===== src/rtl/sti_load_scheduler.sv =====
// sti_load_scheduler: round-robin sharing of one STI_DAC serializer; define STI_SCHED_WDOG_EN for the WAIT watchdog
module sti_load_scheduler #(
  parameter int NREQ     = 4,
  parameter int IDW      = 2,
  parameter int GAP_CYC  = 1,
  parameter int WDOG_CYC = 64
) (
  input  logic                 clk,
  input  logic                 reset,
  input  logic [NREQ-1:0]      req,
  input  logic [16*NREQ-1:0]   req_data,
  input  logic [2*NREQ-1:0]    req_length,
  input  logic [NREQ-1:0]      req_fill,
  input  logic [NREQ-1:0]      req_msb,
  input  logic [NREQ-1:0]      req_low,
  input  logic [NREQ-1:0]      req_last,
  output logic [NREQ-1:0]      gnt,
  input  logic                 so_valid,
  input  logic                 oem_finish,
  output logic                 load,
  output logic [15:0]          pi_data,
  output logic [1:0]           pi_length,
  output logic                 pi_fill,
  output logic                 pi_msb,
  output logic                 pi_low,
  output logic                 pi_end,
  output logic                 busy,
  output logic [IDW-1:0]       cur_id,
  output logic                 sched_done,
  output logic                 wdog_err
);
  typedef enum logic [2:0] {IDLE, LOAD, WAIT, SHIFT, GAP, END, DONE} state_t;
  state_t state, after_burst;
  logic [IDW-1:0] rr_ptr, win, idx;
  logic found;
  logic [NREQ-1:0] last_mask;
  logic [5:0] bit_cnt, tgt;
  logic [2:0] gap_cnt, len_p1;
  assign after_burst = (GAP_CYC == 0) ? IDLE : GAP;
  assign len_p1 = {1'b0, pi_length} + 3'd1;
  assign tgt = {len_p1, 3'b000};
  assign busy = (state != IDLE) && (state != DONE);
  // first pending requester after the last winner, wrapping mod NREQ
  always_comb begin
    win = '0;
    idx = '0;
    found = 1'b0;
    for (int k = 1; k <= NREQ; k++) begin
      idx = IDW'((int'(rr_ptr) + k) % NREQ);
      if (!found && req[idx]) begin
        win = idx;
        found = 1'b1;
      end
    end
  end
`ifdef STI_SCHED_WDOG_EN
  localparam int WDW = $clog2(WDOG_CYC + 1);
  logic [WDW-1:0] wd_cnt;
`else
  assign wdog_err = 1'b0;
`endif
  always_ff @(posedge clk) begin
    if (reset) begin
      state      <= IDLE;
      rr_ptr     <= IDW'(NREQ - 1);
      last_mask  <= '0;
      bit_cnt    <= '0;
      gap_cnt    <= '0;
      gnt        <= '0;
      load       <= 1'b0;
      pi_data    <= '0;
      pi_length  <= '0;
      pi_fill    <= 1'b0;
      pi_msb     <= 1'b0;
      pi_low     <= 1'b0;
      pi_end     <= 1'b0;
      cur_id     <= '0;
      sched_done <= 1'b0;
`ifdef STI_SCHED_WDOG_EN
      wdog_err   <= 1'b0;
      wd_cnt     <= '0;
`endif
    end else begin
      last_mask <= last_mask | req_last;
      gnt       <= '0;
      load      <= 1'b0;
      case (state)
        IDLE:
          if (|req) begin
            pi_data   <= req_data[16*win +: 16];
            pi_length <= req_length[2*win +: 2];
            pi_fill   <= req_fill[win];
            pi_msb    <= req_msb[win];
            pi_low    <= req_low[win];
            gnt[win]  <= 1'b1;
            cur_id    <= win;
            rr_ptr    <= win;
            state     <= LOAD;
          end else if (&last_mask) begin
            pi_end <= 1'b1;
            state  <= END;
          end
        LOAD: begin
          load    <= 1'b1;
          bit_cnt <= '0;
          gap_cnt <= '0;
          state   <= WAIT;
`ifdef STI_SCHED_WDOG_EN
          wd_cnt  <= '0;
`endif
        end
        WAIT:
          if (so_valid) begin
            bit_cnt <= 6'd1;
            state   <= SHIFT;
          end
`ifdef STI_SCHED_WDOG_EN
          else if (wd_cnt == WDW'(WDOG_CYC - 1)) begin
            wdog_err <= 1'b1;
            state    <= after_burst;
          end else wd_cnt <= wd_cnt + 1'b1;
`endif
        SHIFT:
          if (so_valid) begin
            bit_cnt <= bit_cnt + 6'd1;
            if (bit_cnt + 6'd1 == tgt) state <= after_burst;
          end
        GAP:
          if (gap_cnt == 3'(GAP_CYC - 1)) state <= IDLE;
          else gap_cnt <= gap_cnt + 3'd1;
        END:
          if (oem_finish) begin
            sched_done <= 1'b1;
            state      <= DONE;
          end
        DONE: state <= DONE;
        default: state <= IDLE;
      endcase
    end
  end
endmodule


===== config.mk =====
export PLATFORM = sky130hd
export DESIGN_NAME = sti_load_scheduler
export DESIGN_NICKNAME = d
export VERILOG_FILES = /design/src/rtl/sti_load_scheduler.sv
export SDC_FILE = /design/constraint.sdc
export NUM_CORES = 1
export LEC_CHECK = 0
export CAP_MARGIN = 5
export CELL_PAD_IN_SITES_DETAIL_PLACEMENT = 2
export CELL_PAD_IN_SITES_GLOBAL_PLACEMENT = 2
export CORE_UTILIZATION = 37
export CTS_CLUSTER_DIAMETER = 200
export CTS_CLUSTER_SIZE = 14
export DETAILED_ROUTE_END_ITERATION = 7
export DONT_BUFFER_PORTS = 1
export MAX_ROUTING_LAYER = met4
export PLACE_DENSITY = 0.85
export REMOVE_ABC_BUFFERS = 1
export SLEW_MARGIN = 20
export SYNTH_ARGS = -nofsm -noshare
export SYNTH_HDL_FRONTEND = slang
export SYNTH_SLANG_ARGS = --single-unit

===== constraint.sdc =====
create_clock -name clk -period 2.75 [get_ports clk]
set_input_delay 0.1375 -clock clk [delete_from_list [all_inputs] [get_ports clk]]
set_output_delay 0.1375 -clock clk [all_outputs]
set_load 0.05 [all_outputs]

==> results of run 1 <==
[power breakdown]
part           switching, W  internal, W  leakage, nW
combinational       0.00101     0.000682        0.689
sequential         0.000825     0.000917        0.395
clock              0.000264     0.000202       0.0510
[worst max-delay path, delay by kind of cell (launching register included)]
family / cells / cell delay (ns)
multiplexers: 1 / 0.34
flip-flops: 1 / 0.47
AND/OR/NAND/NOR: 2 / 0.58
AO/OA/AOI/OAI: 2 / 0.45
buffers and inverters: 1 / 0.21
[cells by family after synthesis]
family	count (synthesis)	synth area share (%)
adder cells (fa/ha/maj)	4	1.69
other	1	0.127
flip-flops	48	32.5
AO/OA/AOI/OAI	86	21.4
XOR/XNOR	6	1.78
AND/OR/NAND/NOR	157	26.0
buffers and inverters	34	6.99
multiplexers	25	9.48
[routing by layer]
layer	GRT usage, %	vias up	wire length, um
li1	-	1281	-
met1	25.1	1339	3770
met2	43.4	82	4840
met3	4.36	14	380
met4	7.54	0	152
met5	-	-	0
[path summary, 6_finish.rpt]
| kind | start | endpoint | slack, ns |
|---|---|---|---|
| setup / recovery | rr_ptr[0]$_SDFFE_PP1P_ | pi_length[1]$_SDFFE_PP0P_ | 0.58 |
| hold / removal | reset | state[1]$_SDFFE_PP0P_ | 0.02 |
| setup reg to reg | rr_ptr[0]$_SDFFE_PP1P_ | pi_length[1]$_SDFFE_PP0P_ | 0.58 |
| hold reg to reg | last_mask[3]$_SDFF_PP0_ | last_mask[3]$_SDFF_PP0_ | 0.49 |
[registers in the layout, indices dropped and copies added (netlist names)]
| name | cells |
|---|---|
| bit_cnt | 6 |
| last_mask | 4 |
| pi_end | 1 |
| sched_done | 1 |
| pi_msb | 1 |
| pi_low | 1 |
| pi_data | 16 |
| state | 3 |
| gnt | 4 |
| pi_fill | 1 |
| gap_cnt | 3 |
| pi_length | 2 |
| load | 1 |
| rr_ptr | 2 |
| cur_id | 2 |
[per-stage QoR]
| step | hold slack, ns | cell area, um2 |
|---|---|---|
| 6_report | 0.0164 | 3130 |
| 5_1_grt | 0.00234 | 3130 |
| 4_1_cts | 0.00426 | 3130 |
| 3_5_place_dp | 0.218 | 2970 |
| 3_3_place_gp | 0.207 | 2970 |
| 2_1_floorplan | 0.202 | 2780 |
[cell type report]
type | count | area [um2] | area share, %
clock buffers | 6 | 82.6 | 2.64
well taps | 102 | 128 | 4.08
inverters | 7 | 26.3 | 0.839
flip-flops and latches | 48 | 961 | 30.7
clock inverters | 2 | 10.0 | 0.320
repair buffers | 13 | 135 | 4.32
multi-input cells | 279 | 1790 | 57.1
[layout by cell type, fill, tap and decap left out, drive strengths merged, types with 6 or more instances in the layout]
cell    instances
nor3            7
inv             7
clkbuf          6
a21oi          16
nor2b           8
mux2           24
nand2          56
nor2           50
a211oi         23
nand2b          6
o21ai          12
buf             8
a221oi         22
dfxtp          48
==> impl_summary.md, run 1 <==
STA
In the final timing run, aggregate negative setup slack is 0 ns. The worst path uses 79.0% of the clock period. Setup repair after global routing left no endpoint under its margin. Across the routed clock network, the largest skew measured is approximately 0.0080 ns. The minimum period implied by the final worst setup slack is ~2.2 ns. Setup violations remaining at the end of the flow were counted as 0. The worst max-slew margin expressed relative to the limit is 60.0%. The max-slew violation count is 0.

For the pin with the worst max-slew slack, the measured transition is 0.598 ns. The final number of hold-violating endpoints came to 0. The maximum achievable frequency is around 0.46 GHz. The smallest setup slack after layout is slightly below 0.6 ns.

Floorplan
The height of the chip is slightly above 90 um. The floorplan step defined a core boundary enclosing a little under 8000 um2. The die area is 8350 um2.

The floorplan has 32 rows. The die span in x is 91.4 um. The number of I/O pins is around 130.

The initial standard-cell utilization of the core is a little under two fifths.

Placement
At the placement stage, the worst setup path has a slack of around 0.60 ns. The total of buffers placed on input and output ports is 0. The total half-perimeter wirelength after legalization and detailed placement is around 6400 um. Including well taps, the total number of placed cells is ~440. The final estimated routing congestion in global placement is 0.763.

Logic synthesis
By area the synthesized netlist is led by dfxtp_1 (33%), mux2_2 (7.6%), nand2_1 (7.1%), nor2_1 (6.4%), a221oi_1 (6.2%). The most area-hungry cell type in the Yosys netlist is dfxtp_1. Synthesis produced ~360 cells. Summing the sequential cell areas from Yosys gives roughly 33% of the chip area. nand2_1 is the most common cell in the netlist. The count of unique library cells instantiated by Yosys is 52.

In the synthesized netlist the dominant register cell turns out to be dfxtp_1. The async set-or-reset flop fraction in the synthesized netlist is 0%. After synthesis the cells add up to roughly 3000 um2. Yosys printed 0 warnings. The average footprint of a synthesized cell is a little over 8 um2. In this run, synthesis inferred 0 flip-flops with an integrated enable. After synthesis the netlist holds a flip-flop and latch count of between 40 and 50. After synthesis, the most frequently instantiated cells are nand2_1 (56), nor2_1 (50), dfxtp_1 (48). Of the post-synthesis cell area, the dominant cell type holds between 30% and 40%.

Power
The post-route total power is approximately 0.004 W. In this run the power density over the cells is roughly 1200 nW/um2. The worst vdd rail ir drop is roughly 0.00058 V. For this design the static power due to leakage is between 1 and 1.5 nW.

Hold path
The tightest min-delay check is of the input pin to flop type. The number of instances on the worst hold path is 2.

Routing
The detailed-routing iteration count for the pre-antenna-repair pass is 4. The routed wirelength normalized by instance count is roughly 20 um. In this run, the number of DRC markers left after iteration 0 of detailed routing was 64. After detailed routing, the number of vias per cell comes to 5.94.

The total via count in the routed design is about 2700. The DRC violation count after routing is 0. In this run the remaining antenna-violating nets after routing total 0.

The routed wire length is 9150 um.

Clock network
The number of setup buffers added after CTS is 0. No sink is reached through more buffers than the 2 on the longest clock path. TritonCTS built the clock tree. The tree is rooted in a clkbuf_8.

The number of instances resized during post-cts repair is 0. The clock-pin slew on the worst setup and hold paths is 0.10 ns. The worst-skew pair later-pin latency is 0.32 ns. The number of CTS-inserted buffers is 5. The deepest level of the CTS H-tree is 2. The sink count of the clock tree is 48. The total of hold buffers inserted after clock tree synthesis is 6.

Global route
Global routing used between 20% and 30% of the available tracks. The first global-routing pass estimated between 15000 and 20000 um of wire. The initial antenna violation count is 0. The via count of the first global-routing pass is roughly 3000.

The largest net degree at the start of global routing is 47. The remaining global-route overflow is 0.

Cells and area
The layout has a little under 900 filler cells. The count of non-filler cells in the finished layout is between 400 and 500. Of the cells placed in the final design, the portion with a size suffix greater than 1 is around an eighth.

The area added between synthesis and finish is 5.93%. The antenna diode instance count is 0. In the final design database the tool counted approximately 450 nets. The utilization after layout is 40.5%.

Status
The flow ran to the end, and the final reports show no timing, DRC or antenna violations.

Critical path
At the worst endpoint, the required time is 2.97 ns. The critical path goes through and2b_4 -> o21a_1 -> nor3_4 -> buf_12 -> mux2_1 -> a211oi_1. The kind of end point of the critical path is a flop.

STA classifies the critical path startpoint as a flop. The delay contributed by the slowest stage of the critical path is between 0.4 and 0.5 ns. The class of the most critical setup path is flop to flop. For the worst setup path, the data arrival time is between 2 and 2.5 ns. The worst reg-to-reg path cell count is 6.

For this design, the slowest cell found on the critical path is dfxtp_1. Along the worst path, the maximum fanout reaches 19.

Run
Max-cap violations in this run came to 0.
(Power assumes the default switching activity.)
==> inputs of run 2 (changes only) <==
--- a/config.mk
+++ b/config.mk
@@ -5,16 +5,17 @@
 export SDC_FILE = /design/constraint.sdc
 export NUM_CORES = 1
 export LEC_CHECK = 0
+export ABC_AREA = 1
 export CAP_MARGIN = 5
 export CELL_PAD_IN_SITES_DETAIL_PLACEMENT = 2
 export CELL_PAD_IN_SITES_GLOBAL_PLACEMENT = 2
-export CORE_UTILIZATION = 37
+export CORE_UTILIZATION = 28
 export CTS_CLUSTER_DIAMETER = 200
 export CTS_CLUSTER_SIZE = 14
 export DETAILED_ROUTE_END_ITERATION = 7
 export DONT_BUFFER_PORTS = 1
 export MAX_ROUTING_LAYER = met4
-export PLACE_DENSITY = 0.85
+export PLACE_DENSITY = 0.77
 export REMOVE_ABC_BUFFERS = 1
 export SLEW_MARGIN = 20
 export SYNTH_ARGS = -nofsm -noshare
==> constraint.sdc (replaced) <==
create_clock -name clk -period 1.85 [get_ports clk]
set_input_delay 0.0925 -clock clk [delete_from_list [all_inputs] [get_ports clk]]
set_output_delay 0.0925 -clock clk [all_outputs]
set_load 0.05 [all_outputs]
==> run 2 against run 1 <==
The flow now finishes with violations (negative setup slack). Clock-buffer cell count down 1. Combinational power grew to 5.0 times the previous value. Synthesized area up 7.9%. Critical path depth is 9 higher. Synthesized cell count increased by 51%. Register-to-register slack got worse by 0.72 ns. Via count increased by 36%. Critical endpoint is now pi_data[3]$_SDFFE_PP0P_. Highest routed layer unchanged.
==> impl_summary.md, run 2 <==
Floorplan
In this run the vertical extent of the chip is approximately 110 um. Once the floorplan was initialized, standard cells occupied between 20% and 30% of the core. After floorplanning, the core was sized to cover 11000 um2. The number of I/O pins is ~130. The die span in x is 109 um. The number of placement rows is 38. The floorplan step defined a die boundary enclosing approximately 12000 um2.

Routing
The routed wirelength normalized by instance count is approximately 18 um. Once detail routing completed, the nets flagged for antenna violations numbered 0. In the routed layout, each cell is associated on average with a via count of just over 5. The detailed router finished its first iteration with 86 violations. The DRC violation count after routing is 0.

The routed wire length is 13500 um. The detailed-routing iteration count for the pre-antenna-repair pass is 5. The total via count in the routed design is between 3000 and 4000.

Cells and area
The register with the most flip-flops in the final layout is pi_data. The cell area after layout is 4420 um2. The utilization after layout is approximately 40%. In the layout the commonest cells are nand2_1 (171), nand3_1 (67), nor2_1 (66), inv_1 (50), buf_4 (45). For this run, the post-layout net count is approximately 690. The largest registers in the layout are pi_data (16), bit_cnt (6). The library cell used most frequently in the layout, excluding fill and tap cells, is nand2_1. The fill cell instance count of the final layout is roughly 1300. From synthesis to final layout, the design area changed by 38.6%. In the final layout, the share of cells above drive strength 1 is between 20% and 30%.

The antenna diode instance count is 0. The register with the most flip-flops in the layout has 16 of them.

Logic synthesis
A synthesized cell averages between 5 and 6 um2. The async set-or-reset flop fraction in the synthesized netlist is 0%. The number of instances in the synthesized netlist is roughly 550. The dominant register cell in the synthesized netlist is dfxtp_1. The count of unique library cells instantiated by Yosys is 31. The count of flip-flops with a built-in enable after synthesis is 0.

dfxtp_1 takes more of the synthesized area than any other cell. Yosys attributes the largest share of cell area to dfxtp_1 (30%), nand2_1 (25%), nand3_1 (12%), nor2_1 (8.1%), inv_1 (6.0%). The synthesized design devotes to its leading area cell type ~30% of total area. The commonest cells after synthesis are nand2_1 (209), nand3_1 (76), nor2_1 (69).

Summing every instance area after synthesis gives between 3000 and 4000 um2. Sequential elements use approximately 30% of the synthesized area. The flop and latch count out of synthesis is between 40 and 50. The Yosys step of the flow raised 0 warnings. Among all cell types in the netlist, the one instantiated most often is nand2_1.

Placement
The total half-perimeter wirelength after legalization and detailed placement is approximately 8400 um. The worst setup slack before clock tree synthesis is -0.260 ns. In this run the tool buffered the top-level ports with 0 buffer cells. At the end of routability-driven placement, the weighted congestion stood at ~0.82.

The post-detailed-placement cell area is roughly 3600 um2.

Power
IR analysis of the VDD net gives a maximum drop of about 0.0013 V. The internal portion of total power is around 0.0052 W. The clock share of power is a little under a tenth. Power spread over the standard cell area amounts to 2530 nW/um2. The analysis attributes to cell leakage a power of ~2.3 nW. The switching power as a share of total power is between 50% and 60%. Of the total power, combinational logic draws between 70% and 80%. Registers are responsible for between 15 and 20% of the overall power. The analysis attributes to net switching a power of 0.00601 W.

Clock network
The clock tree from TritonCTS is done. The clock-pin slew on the worst setup and hold paths is 0.07 ns. The clock tree buffer depth is 2. The H-tree was split into 2 levels. Clock latency on the worst-skew pair, taken at its later pin, is approximately 0.28 ns. The library cell used as clock root buffer is clkbuf_16. The clock drives between 40 and 50 sinks. TritonCTS created 5 clock buffers.

Critical path
The kind of end point of the critical path is a flop. The class of the most critical setup path is flop to flop. Data arrives at the worst endpoint at approximately 2.2 ns. The worst endpoint required time is around 2 ns. STA classifies the critical path startpoint as a flop. Along the worst path, the maximum fanout reaches 5.

STA
Setup repair after global routing could not meet its margin everywhere. The count of endpoints failing setup in the final report is 26. The smallest setup slack after layout is -0.148 ns. The final number of hold-violating endpoints came to 0. Adding up every negative setup slack in the final design gives -2.81 ns. Clock skew on the completed layout was measured at 0.00357 ns. Hold is met by between 0.02 and 0.025 ns. The final cycle utilization of the critical path is 108%. The maximum achievable frequency is around 0.5 GHz.

The max-slew violation count came to 0. The slew of the pin with the lowest slew margin is 0.611 ns. The worst pin sits at a relative slew slack of between 50% and 60%. The minimum period implied by the final worst setup slack is roughly 2 ns.

Hold path
The path class of the tightest hold or removal check is input pin to flop.

Global route
The initial antenna violation count is 0. The via count of the first global-routing pass is around 3800. The total global routing track utilization is between 20% and 30%. Entering global routing, the biggest net connects a little over 40 pins.

The remaining global-route overflow is 0. The first global-routing pass estimated between 15000 and 20000 um of wire.

Status
The run finished, with violations left. The final reports fail on negative setup slack.

Run
The count of maximum capacitance violations is 0.
## run 2: layout make-up
type / count / area, um2 / share of cell area [%]
Tap cell: 140 / 175 / 3.96
Clock inverter: 3 / 42.5 / 0.962
Inverter: 55 / 219 / 4.95
Sequential cell: 48 / 972 / 22.0
Timing Repair Buffer: 68 / 728 / 16.5
Clock buffer: 5 / 125 / 2.83
Multi-Input combinational cell: 414 / 2160 / 48.8
## run 2: what timing repair did
item	in CTS	in global routing
resized for setup	27	70
endpoints found under the setup margin	29	32
pin swaps	6	22
endpoints found under the hold margin	40	0
hold buffers	6	0
buffers inserted	2	9
gates cloned	3	5
## run 2: power by group through the flow
stage          sequential (W)  clock (W)  combinational, W
6_report              0.00172    0.00105           0.00840
5_1_grt               0.00176    0.00112           0.00912
4_1_cts               0.00170    0.00108           0.00700
3_5_place_dp          0.00171          0           0.00629
3_3_place_gp          0.00170          0           0.00597
2_1_floorplan         0.00233          0           0.00344
## run 2: critical path, stage by stage (launching register included)
cell and delay (ns):
dfxtp_4 0.37, buf_6 0.14, nand2_1 0.11, nand3_2 0.12
nand2_4 0.11, nand4_1 0.13, nand2_1 0.14, nand2_4 0.10
buf_12 0.16, clkbuf_16 0.16, nand3_1 0.07, nand2_1 0.06
nand2_1 0.05, nand3_1 0.07, nand2_1 0.08, inv_1 0.04
## run 2: per-layer routing
metal | vias up | part of all wire (%) | GRT usage, %
met1 | 1800 | 39 | 22.9
met2 | 92 | 55 | 38.8
li1 | 1793 | - | -
met4 | 0 | 1.3 | 3.28
met3 | 12 | 4.4 | 3.65
met5 | - | 0 | -
## run 2: cell families (layout without fill, tap and decap cells)
| group | count (synthesis) | after routing | synth area share [%] |
|---|---|---|---|
| compound gates | 30 | 30 | 5.69 |
| xor+xnor | 3 | 3 | 0.824 |
| fa+ha+maj | 4 | 4 | 1.57 |
| buf+inv | 84 | 131 | 11.7 |
| flops | 48 | 48 | 30.1 |
| other cells | 1 | 1 | 0.118 |
| simple gates | 376 | 376 | 50.0 |
## run 2: worst paths after layout
check	startpoint	end	slack, ns	cells after the start
max	rr_ptr[0]$_SDFFE_PP1P_	pi_data[3]$_SDFFE_PP0P_	-0.15	15
max reg2reg	rr_ptr[0]$_SDFFE_PP1P_	pi_data[3]$_SDFFE_PP0P_	-0.15	15
min	reset	rr_ptr[1]$_SDFFE_PP1P_	0.02	2
min reg2reg	last_mask[0]$_SDFF_PP0_	last_mask[0]$_SDFF_PP0_	0.48	2
## run 2: metrics by stage
step	total power, W	cells
6_report	0.0112	733
5_1_grt	0.0120	733
4_1_cts	0.00978	719
3_5_place_dp	0.00800	700
3_3_place_gp	0.00766	700
2_1_floorplan	0.00578	517
